[src/rtl/shape_plotter.sv]
// Outline plotter: draws a circle or a Reuleaux triangle with a midpoint circle core.
// Emits one candidate pixel per clock during an arc. Candidates that fall off screen or
// outside the arc's region are suppressed on vga_plot, but each one still takes its cycle.
//
// Ports
//   clk, rst_n      clock, asynchronous active-low reset
//   start           level request, sampled in idle; also holds done until released
//   mode            0 = circle of radius diameter>>1, 1 = Reuleaux triangle of width diameter
//   colour          draw colour, latched with the other inputs
//   centre_x/_y     shape centre (unsigned)
//   diameter        shape size (unsigned)
//   done            drawing finished; held while start stays high
//   vga_x/_y        pixel coordinate (low bits of the internal signed coordinate)
//   vga_colour      latched colour
//   vga_plot        write strobe, valid in the same cycle as vga_x/vga_y/vga_colour
module shape_plotter #(
    parameter int unsigned X_W      = 8,
    parameter int unsigned Y_W      = 7,
    parameter int unsigned D_W      = 8,
    parameter int unsigned COLOUR_W = 3,
    parameter int unsigned SCREEN_W = 160,
    parameter int unsigned SCREEN_H = 120
) (
    input  logic                clk,
    input  logic                rst_n,
    input  logic                start,
    input  logic                mode,
    input  logic [COLOUR_W-1:0] colour,
    input  logic [X_W-1:0]      centre_x,
    input  logic [Y_W-1:0]      centre_y,
    input  logic [D_W-1:0]      diameter,
    output logic                done,
    output logic [X_W-1:0]      vga_x,
    output logic [Y_W-1:0]      vga_y,
    output logic [COLOUR_W-1:0] vga_colour,
    output logic                vga_plot
);

    localparam int unsigned XY_W = (X_W > Y_W) ? X_W : Y_W;
    // Headroom covers centre + half width + radius and the decision variable.
    localparam int unsigned GW   = ((XY_W > D_W) ? XY_W : D_W) + 5;
    localparam int unsigned PW   = D_W + 10;

    typedef logic signed [GW-1:0] coord_t;

    localparam coord_t ZERO  = '0;
    localparam coord_t ONE   = coord_t'(1);
    localparam coord_t SCR_W = coord_t'(SCREEN_W);
    localparam coord_t SCR_H = coord_t'(SCREEN_H);

    typedef enum logic [2:0] {StIdle, StSetup, StArc, StFlush, StDone} state_t;

    state_t                state;
    logic                  mode_l;
    logic [COLOUR_W-1:0]   colour_l;
    logic [X_W-1:0]        cx_l;
    logic [Y_W-1:0]        cy_l;
    logic [D_W-1:0]        d_l;
    logic [1:0]            arc_idx;
    logic [2:0]            step;
    coord_t                ax, ay, ox, oy, crit;

    coord_t cx_s, cy_s, d_s, half_d, rb, rt, base;
    coord_t arc_ax, arc_ay, arc_r;
    coord_t cand_x, cand_y;
    coord_t ox_nx, oy_nx, crit_nx;
    logic   in_screen, in_region, cand_ok, arc_end, last_arc;

    // Shape geometry from the latched request. 296/1024 and 591/1024 approximate
    // the centroid-to-base and centroid-to-apex distances of an equilateral triangle.
    always_comb begin
        cx_s   = coord_t'(cx_l);
        cy_s   = coord_t'(cy_l);
        d_s    = coord_t'(d_l);
        half_d = d_s >>> 1;
        rb     = coord_t'((PW'(d_l) * PW'(296)) >> 10);
        rt     = coord_t'((PW'(d_l) * PW'(591)) >> 10);
        base   = cy_s + rb;

        arc_ax = cx_s;
        arc_ay = cy_s;
        arc_r  = half_d;
        if (mode_l) begin
            arc_r = d_s;
            case (arc_idx)
                2'd0: begin
                    arc_ax = cx_s;
                    arc_ay = cy_s - rt;
                end
                2'd1: begin
                    arc_ax = cx_s - half_d;
                    arc_ay = base;
                end
                default: begin
                    arc_ax = cx_s + half_d;
                    arc_ay = base;
                end
            endcase
        end
    end

    // Octant candidate for the current step, then clip and region filter.
    always_comb begin
        cand_x = ax + ox;
        cand_y = ay + oy;
        unique case (step)
            3'd0: begin cand_x = ax + ox; cand_y = ay + oy; end
            3'd1: begin cand_x = ax + oy; cand_y = ay + ox; end
            3'd2: begin cand_x = ax - ox; cand_y = ay + oy; end
            3'd3: begin cand_x = ax - oy; cand_y = ay + ox; end
            3'd4: begin cand_x = ax - ox; cand_y = ay - oy; end
            3'd5: begin cand_x = ax - oy; cand_y = ay - ox; end
            3'd6: begin cand_x = ax + ox; cand_y = ay - oy; end
            3'd7: begin cand_x = ax + oy; cand_y = ay - ox; end
        endcase

        in_screen = !cand_x[GW-1] && (cand_x < SCR_W) && !cand_y[GW-1] && (cand_y < SCR_H);

        in_region = 1'b1;
        if (mode_l) begin
            case (arc_idx)
                2'd0:    in_region = (cand_y >= base);
                2'd1:    in_region = (cand_x >= cx_s) && (cand_y <= base);
                default: in_region = (cand_x <= cx_s) && (cand_y <= base);
            endcase
        end
        cand_ok = in_screen && in_region;
    end

    // Midpoint circle step, applied after the eighth octant of an iteration.
    always_comb begin
        oy_nx = oy + ONE;
        if (crit <= ZERO) begin
            ox_nx   = ox;
            crit_nx = crit + (oy_nx <<< 1) + ONE;
        end else begin
            ox_nx   = ox - ONE;
            crit_nx = crit + ((oy_nx - ox_nx) <<< 1) + ONE;
        end
        arc_end  = (oy_nx > ox_nx);
        last_arc = !mode_l || (arc_idx == 2'd2);
    end

    always_ff @(posedge clk or negedge rst_n) begin
        if (!rst_n) begin
            state      <= StIdle;
            done       <= 1'b0;
            vga_plot   <= 1'b0;
            vga_x      <= '0;
            vga_y      <= '0;
            vga_colour <= '0;
            mode_l     <= 1'b0;
            colour_l   <= '0;
            cx_l       <= '0;
            cy_l       <= '0;
            d_l        <= '0;
            arc_idx    <= '0;
            step       <= '0;
            ax         <= '0;
            ay         <= '0;
            ox         <= '0;
            oy         <= '0;
            crit       <= '0;
        end else begin
            vga_plot <= 1'b0;
            case (state)
                StIdle: begin
                    done <= 1'b0;
                    if (start) begin
                        mode_l   <= mode;
                        colour_l <= colour;
                        cx_l     <= centre_x;
                        cy_l     <= centre_y;
                        d_l      <= diameter;
                        arc_idx  <= 2'd0;
                        state    <= StSetup;
                    end
                end
                StSetup: begin
                    ax    <= arc_ax;
                    ay    <= arc_ay;
                    ox    <= arc_r;
                    oy    <= ZERO;
                    crit  <= ONE - arc_r;
                    step  <= 3'd0;
                    state <= StArc;
                end
                StArc: begin
                    vga_x      <= cand_x[X_W-1:0];
                    vga_y      <= cand_y[Y_W-1:0];
                    vga_colour <= colour_l;
                    vga_plot   <= cand_ok;
                    step       <= step + 3'd1;
                    if (step == 3'd7) begin
                        ox   <= ox_nx;
                        oy   <= oy_nx;
                        crit <= crit_nx;
                        if (arc_end) begin
                            if (last_arc) begin
                                state <= StFlush;
                            end else begin
                                arc_idx <= arc_idx + 2'd1;
                                state   <= StSetup;
                            end
                        end
                    end
                end
                // One cycle for the final registered pixel to be presented before done.
                StFlush: begin
                    done  <= 1'b1;
                    state <= StDone;
                end
                StDone: begin
                    if (!start) begin
                        done  <= 1'b0;
                        state <= StIdle;
                    end
                end
                default: state <= StIdle;
            endcase
        end
    end

endmodule

[config.mk]
export PLATFORM = sky130hd
export DESIGN_NAME = shape_plotter
export DESIGN_NICKNAME = d
export VERILOG_FILES = /design/src/rtl/shape_plotter.sv
export SDC_FILE = /design/constraint.sdc
export NUM_CORES = 1
export LEC_CHECK = 0
export CORE_AREA = 4 4 157 159
export CTS_CLUSTER_DIAMETER = 200
export DETAILED_ROUTE_END_ITERATION = 7
export DIE_AREA = 0 0 161 163
export PLACE_DENSITY = 0.76
export SLEW_MARGIN = 20
export SYNTH_ARGS = -nofsm -noshare
export SYNTH_HDL_FRONTEND = slang
export SYNTH_SLANG_ARGS = --single-unit
[constraint.sdc]
create_clock -name clk -period 5.3 [get_ports clk]
set_input_delay 1.59 -clock clk [delete_from_list [all_inputs] [get_ports clk]]
set_output_delay 1.59 -clock clk [all_outputs]
set_load 0.005 [all_outputs]
[After elaboration in Yosys (flattened, before gate mapping)]
Index checks and enable logic that the tools add are counted.
Storage, ports and cells
  register bits: 120
  bits of input ports: 30
  logic and storage cells: 129
Cells by class
  multipliers: 2
  equality and inequality tests: 18
  $add $sub $neg: 22
  multiplexer cells: 32
  reductions and logical operators: 29
  magnitude comparators: 8
Operator list (number)
  $mux 13: 8
  $pmux 13 s2: 4
  $pmux 13 s4: 2
  $add 13x13->13: 6
  $sub 13x13->13: 4
  $add 13x2->13 const B: 3
  $ge 13x9->1: 2
  $le 13x9->1: 2
  $mul 8x10->18 const B: 1
  $reduce_or 2->1: 8
  $eq 3x3->1 const B: 5
  $pmux 3 s5: 1
  $mul 8x6->14 const B: 1
  $gt 13x13->1: 1
  $le 13x1->1 const B: 1
  $lt 13x8->1 const B: 1
  $lt 13x9->1 const B: 1
  $sub 13x2->13 const B: 1
  $eq 3x2->1 const B: 4
  $mux 3: 4
  $sub 12x12->12: 1
  $mux 2: 5
  $ne 2x2->1 const B: 5
  $add 8x7->9: 1
  25 further kinds: 39

[Longest topological paths before layout]
  depth in word-level cells: 9
  gate-level depth with buffers: 25
  depth with buffers taken out: 25

[Worst setup path after synthesis]
OpenSTA, ideal clock, no wires.
  path kind: reg-to-reg
  from: register d_l[5]
  to: register ay[7]
  library setup time: 0.083 ns
  arrival: 5.240 ns
  cell stages (with the launch flop): 21
  buffers on the path: 0
  slack: -0.023 ns
  period minus slack after synthesis: 5.323 ns
  cell sequence: dfrtp_1 -> fa_1 -> inv_1 -> fa_1 -> fa_1 -> inv_1 -> fa_1 -> ha_1 -> a21o_1 -> a22o_1 -> a31oi_1 -> nor2b_1 -> xor2_1 -> ha_1 -> a21o_1 -> a21o_1 -> a21o_1 -> a21oi_1 -> o21ai_0 -> xnor2_1 -> o21ai_0
On the way
  cells in the longest elaborated chain, start to end: 4
Ends and longest elaborated chain
  start: declaration: line 58  | logic [D_W-1:0] d_l;
  start signal: assignment: line 174  | d_l <= diameter;
  $mul 8x10->18 or $mul 8x6->14 (tied branches): line 77, 76
  $sub 7x8->9 or $add 7x7->8 (tied branches): line 88, 78
  $mux 13 *: line 85  | case (arc_idx)
  $mux 13 *: line 83  | if (mode_l) begin
  end signal: assignment: line 181  | ay <= arc_ay;
  end: declaration: line 61  | coord_t ax, ay, ox, oy, crit;
Mark *: on every way between the ends. The rest lies on a longest branch, timed or not.
A chain may end at the register's enable or synchronous reset.

[Final worst setup path]
  from: register d_l[5]
  to: register ay[11]
On the way
  cells in the longest elaborated chain, start to end: 4
Ends and longest elaborated chain
  $mul 8x10->18: line 77  | rt = coord_t'((PW'(d_l) * PW'(591)) >> 10);
  $sub 7x8->9: line 88  | arc_ay = cy_s - rt;
  $mux 13: line 85
  $mux 13: line 83
Every way passes these cells.

==> impl_metrics.tcl <==
set metrics [dict create \
    hold_path_depth 2 \
    port_buffers 49 \
    synthXorXnorAreaFrac 0.06783 \
    cts_tree "done" \
    clk_pin_slew_ns 0.06 \
    fin_skew_ns 0.009830 \
    worstSetupEndpointType "flop" \
    synth_seq_area_share 0.2196 \
    fp.dieW_um 161 \
    io_pins 50 \
    failed_checks "negative setup slack" \
    slew_viol_final 0 \
    yosysMostFrequentCell "ha_1" \
    cts_num_sinks 113 \
    antenna_cells 0 \
    layout.cells.non_filler 2001 \
    cap_violations 0 \
    htree_levels 4 \
    setup_viol_count_final 2 \
    ys_warn_count 0 \
    clk_latency_ns 0.44 \
    slowest_delay_ns 0.56 \
    netlist_top_cells_area "dfrtp_1 22%, ha_1 18%, o21ai_0 6.1%" \
    wl_um 39370 \
    grt_antenna_before_repair 1 \
    setup_slack_ns -0.06434 \
    netlist.area_leader.share 0.2196 \
    slew_headroom 0.3664 \
    drc 0 \
    first_global_vias 11800 \
    synth_top_family_by_area "compound AO/OA/AOI/OAI gates" \
    max_freq_ghz 0.1864 \
    wl_per_cell_um 19.67 \
    ant_nets 0 \
    drive_above_1_share 0.1207 \
    worstPathRequired_ns 5.65 \
    synthCells 1599 \
    rsz0062_at_grt "true" \
    gp_congestion 1.017 \
    rows 56 \
    path_class "flop to flop" \
    avgSynthCellArea_um2 8.052 \
    crit_path_start_kind "flop" \
    cp_max_fo 5 \
    crit_chain "fa_1, inv_1, fa_1, fa_2, inv_2, fa_2, ha_4, a21o_1, a22o_1, a31oi_4, nor2b_4, nor2b_1, nor2_1, xor2_1, ha_1, a21o_1, a21oi_2, o21bai_1, a21oi_2, buf_4, o21bai_4, a32oi_1" \
    status "finished with violations" \
    area_growth_pct 17.34 \
    grt_max_degree 70 \
    dieArea_mm2 0.02624 \
    ys_types 69 \
    core-area_mm2 0.02326 \
    cts_buffer_depth 2 \
    cts_buffers 17 \
    report.final.hold_viol_count 0 \
    min_period_ns 5.364 \
    grt_pass1_wl_um 62010 \
    die_h_um 163 \
    synth_ff_type "dfrtp_1" \
    synth-simple-area-share 0.1790 \
    drtIter0Drc 1259 \
    viasPerCell 6.211 \
    worst_pin_slew_ns 0.9505 \
    reg2reg_depth 22 \
    worst_ep_arrival_time_ns 5.71 \
    netlist_area_mm2 0.01287 \
    place_area_mm2 0.01401 \
    synth_common_cells "188 x ha_1, 172 x nand2_1, 156 x o21ai_0" \
    synth_top_area_cell "dfrtp_1" \
    period_share 1.012 \
    synth-adder-area-share 0.2247 \
    nNetsFinal 1915 \
    muxShareOfSynthArea 0.02420 \
    ys_seq_elements 113 \
    dr.pass1.iters 5 \
    slowest_stage "fa_2" \
    synth-async-reset-ratio 1.000 \
    grt_util_all_layers 0.2933 \
    hp-class "flop to flop" \
    initial_core_util 0.5535 \
    place_inst 1962 \
    synth_edf_count 0 \
    fin_tns_setup_ns -0.1146 \
    design_area_mm2 0.01511 \
    synth_compound_area_frac 0.2315 \
    hpwl_um 28950 \
    synth_nets 1844 \
    overflow 0 \
    cts_root_buffer "clkbuf_16" \
    vias 12430 \
]
[cells by family after synthesis]
group	Yosys count
compound gates	475
xor+xnor	98
fa+ha+maj	215
buf+inv	176
flops	113
mux	29
simple gates	493
[final timing paths]
check                      slack [ns]                 start                    to
hold reg to reg                  0.48  vga_y[3]$_DFFE_PN0P_  vga_y[3]$_DFFE_PN0P_
setup / recovery                -0.06    d_l[5]$_DFFE_PN0P_    ay[11]$_DFFE_PN0P_
setup reg to reg                -0.06    d_l[5]$_DFFE_PN0P_    ay[11]$_DFFE_PN0P_
hold / removal                   0.48  vga_y[3]$_DFFE_PN0P_  vga_y[3]$_DFFE_PN0P_
max in group asynchronous        3.26                 rst_n  state[1]$_DFFE_PN0P_
min in group asynchronous        1.27                 rst_n  vga_x[6]$_DFFE_PN0P_
[worst max-delay path, delay by kind of cell (launching register included)]
| kind | cells | cell delay (ns) |
|---|---|---|
| AO/OA/AOI/OAI | 9 | 1.46 |
| flip-flops | 1 | 0.48 |
| XOR/XNOR | 1 | 0.20 |
| adder cells (fa/ha/maj) | 6 | 2.50 |
| buffers and inverters | 3 | 0.25 |
| AND/OR/NAND/NOR | 3 | 0.38 |
[registers in the layout, indices dropped and copies added (netlist names), 7 cells and up]
signal  flops
ax         10
ay          9
crit       13
cx_l        8
cy_l        7
d_l         8
ox         13
oy         13
vga_x       8
vga_y       7
[cell usage in the layout (no fill, tap or decap), drive strengths merged, types with 6 or more instances in the layout]
cell type        n
ha             188
nand2          172
o21ai          156
nor2           118
dfrtp          113
a21oi          113
inv            104
buf             79
xnor2           61
nor3            49
clkdlybuf4s50   48
nand3           37
xor2            36
a21o            27
fa              27
nor2b           24
a211oi          20
clkbuf          19
o211ai          18
o21a            17
mux2            17
and3            16
or3             16
a31oi           15
o21bai          15
mux2i           12
nor4            12
a22o            11
or2              9
a221oi           9
o311ai           8
a221o            8
nand2b           8
nand4            8
o31ai            7
a32oi            7
and2             7
o22ai            6
o221ai           6
[cell type report]
class                   count  area [µm²]
inverters                 101       379.1
well taps                 319       399.1
clock inverters            12       181.4
repair buffers            127        1094
multi-input cells        1310        9779
fillers                  1978        8155
flip-flops and latches    113        2831
clock buffers              19       442.9
[layer usage]
| metal | vias to the layer above | share of wire | track usage |
|---|---|---|---|
| li1 | 5900 | - | - |
| met1 | 5940 | 0.44 | 0.4011 |
| met2 | 506 | 0.46 | 0.4754 |
| met3 | 81 | 0.074 | 0.05315 |
| met4 | 2 | 0.032 | 0.09112 |
| met5 | - | 0.00033 | 0 |
[repair_timing]
action | CTS | global route
hold endpoints to repair | 0 | 0
hold buffers | 0 | 0
setup endpoints to repair | 7 | 8
pin swaps | 14 | 49
setup buffers | 4 | 6
resized for setup | 17 | 59
gates cloned | 0 | 0
[through the flow]
stage,hold WS [ns],util,setup slack (ns)
2_1_floorplan,0.4348,-,0.01830
3_3_place_gp,0.4464,0.6022,-0.06006
3_5_place_dp,0.4615,0.6022,-0.3084
4_1_cts,0.4756,0.6335,0.01256
5_1_grt,0.4954,0.6494,-0.3170
6_report,0.4775,0.6494,-0.06434
Power is left out: the tool's default activity adds up to more than one toggle a clock period on the data nets, which glitch-free logic cannot reach.
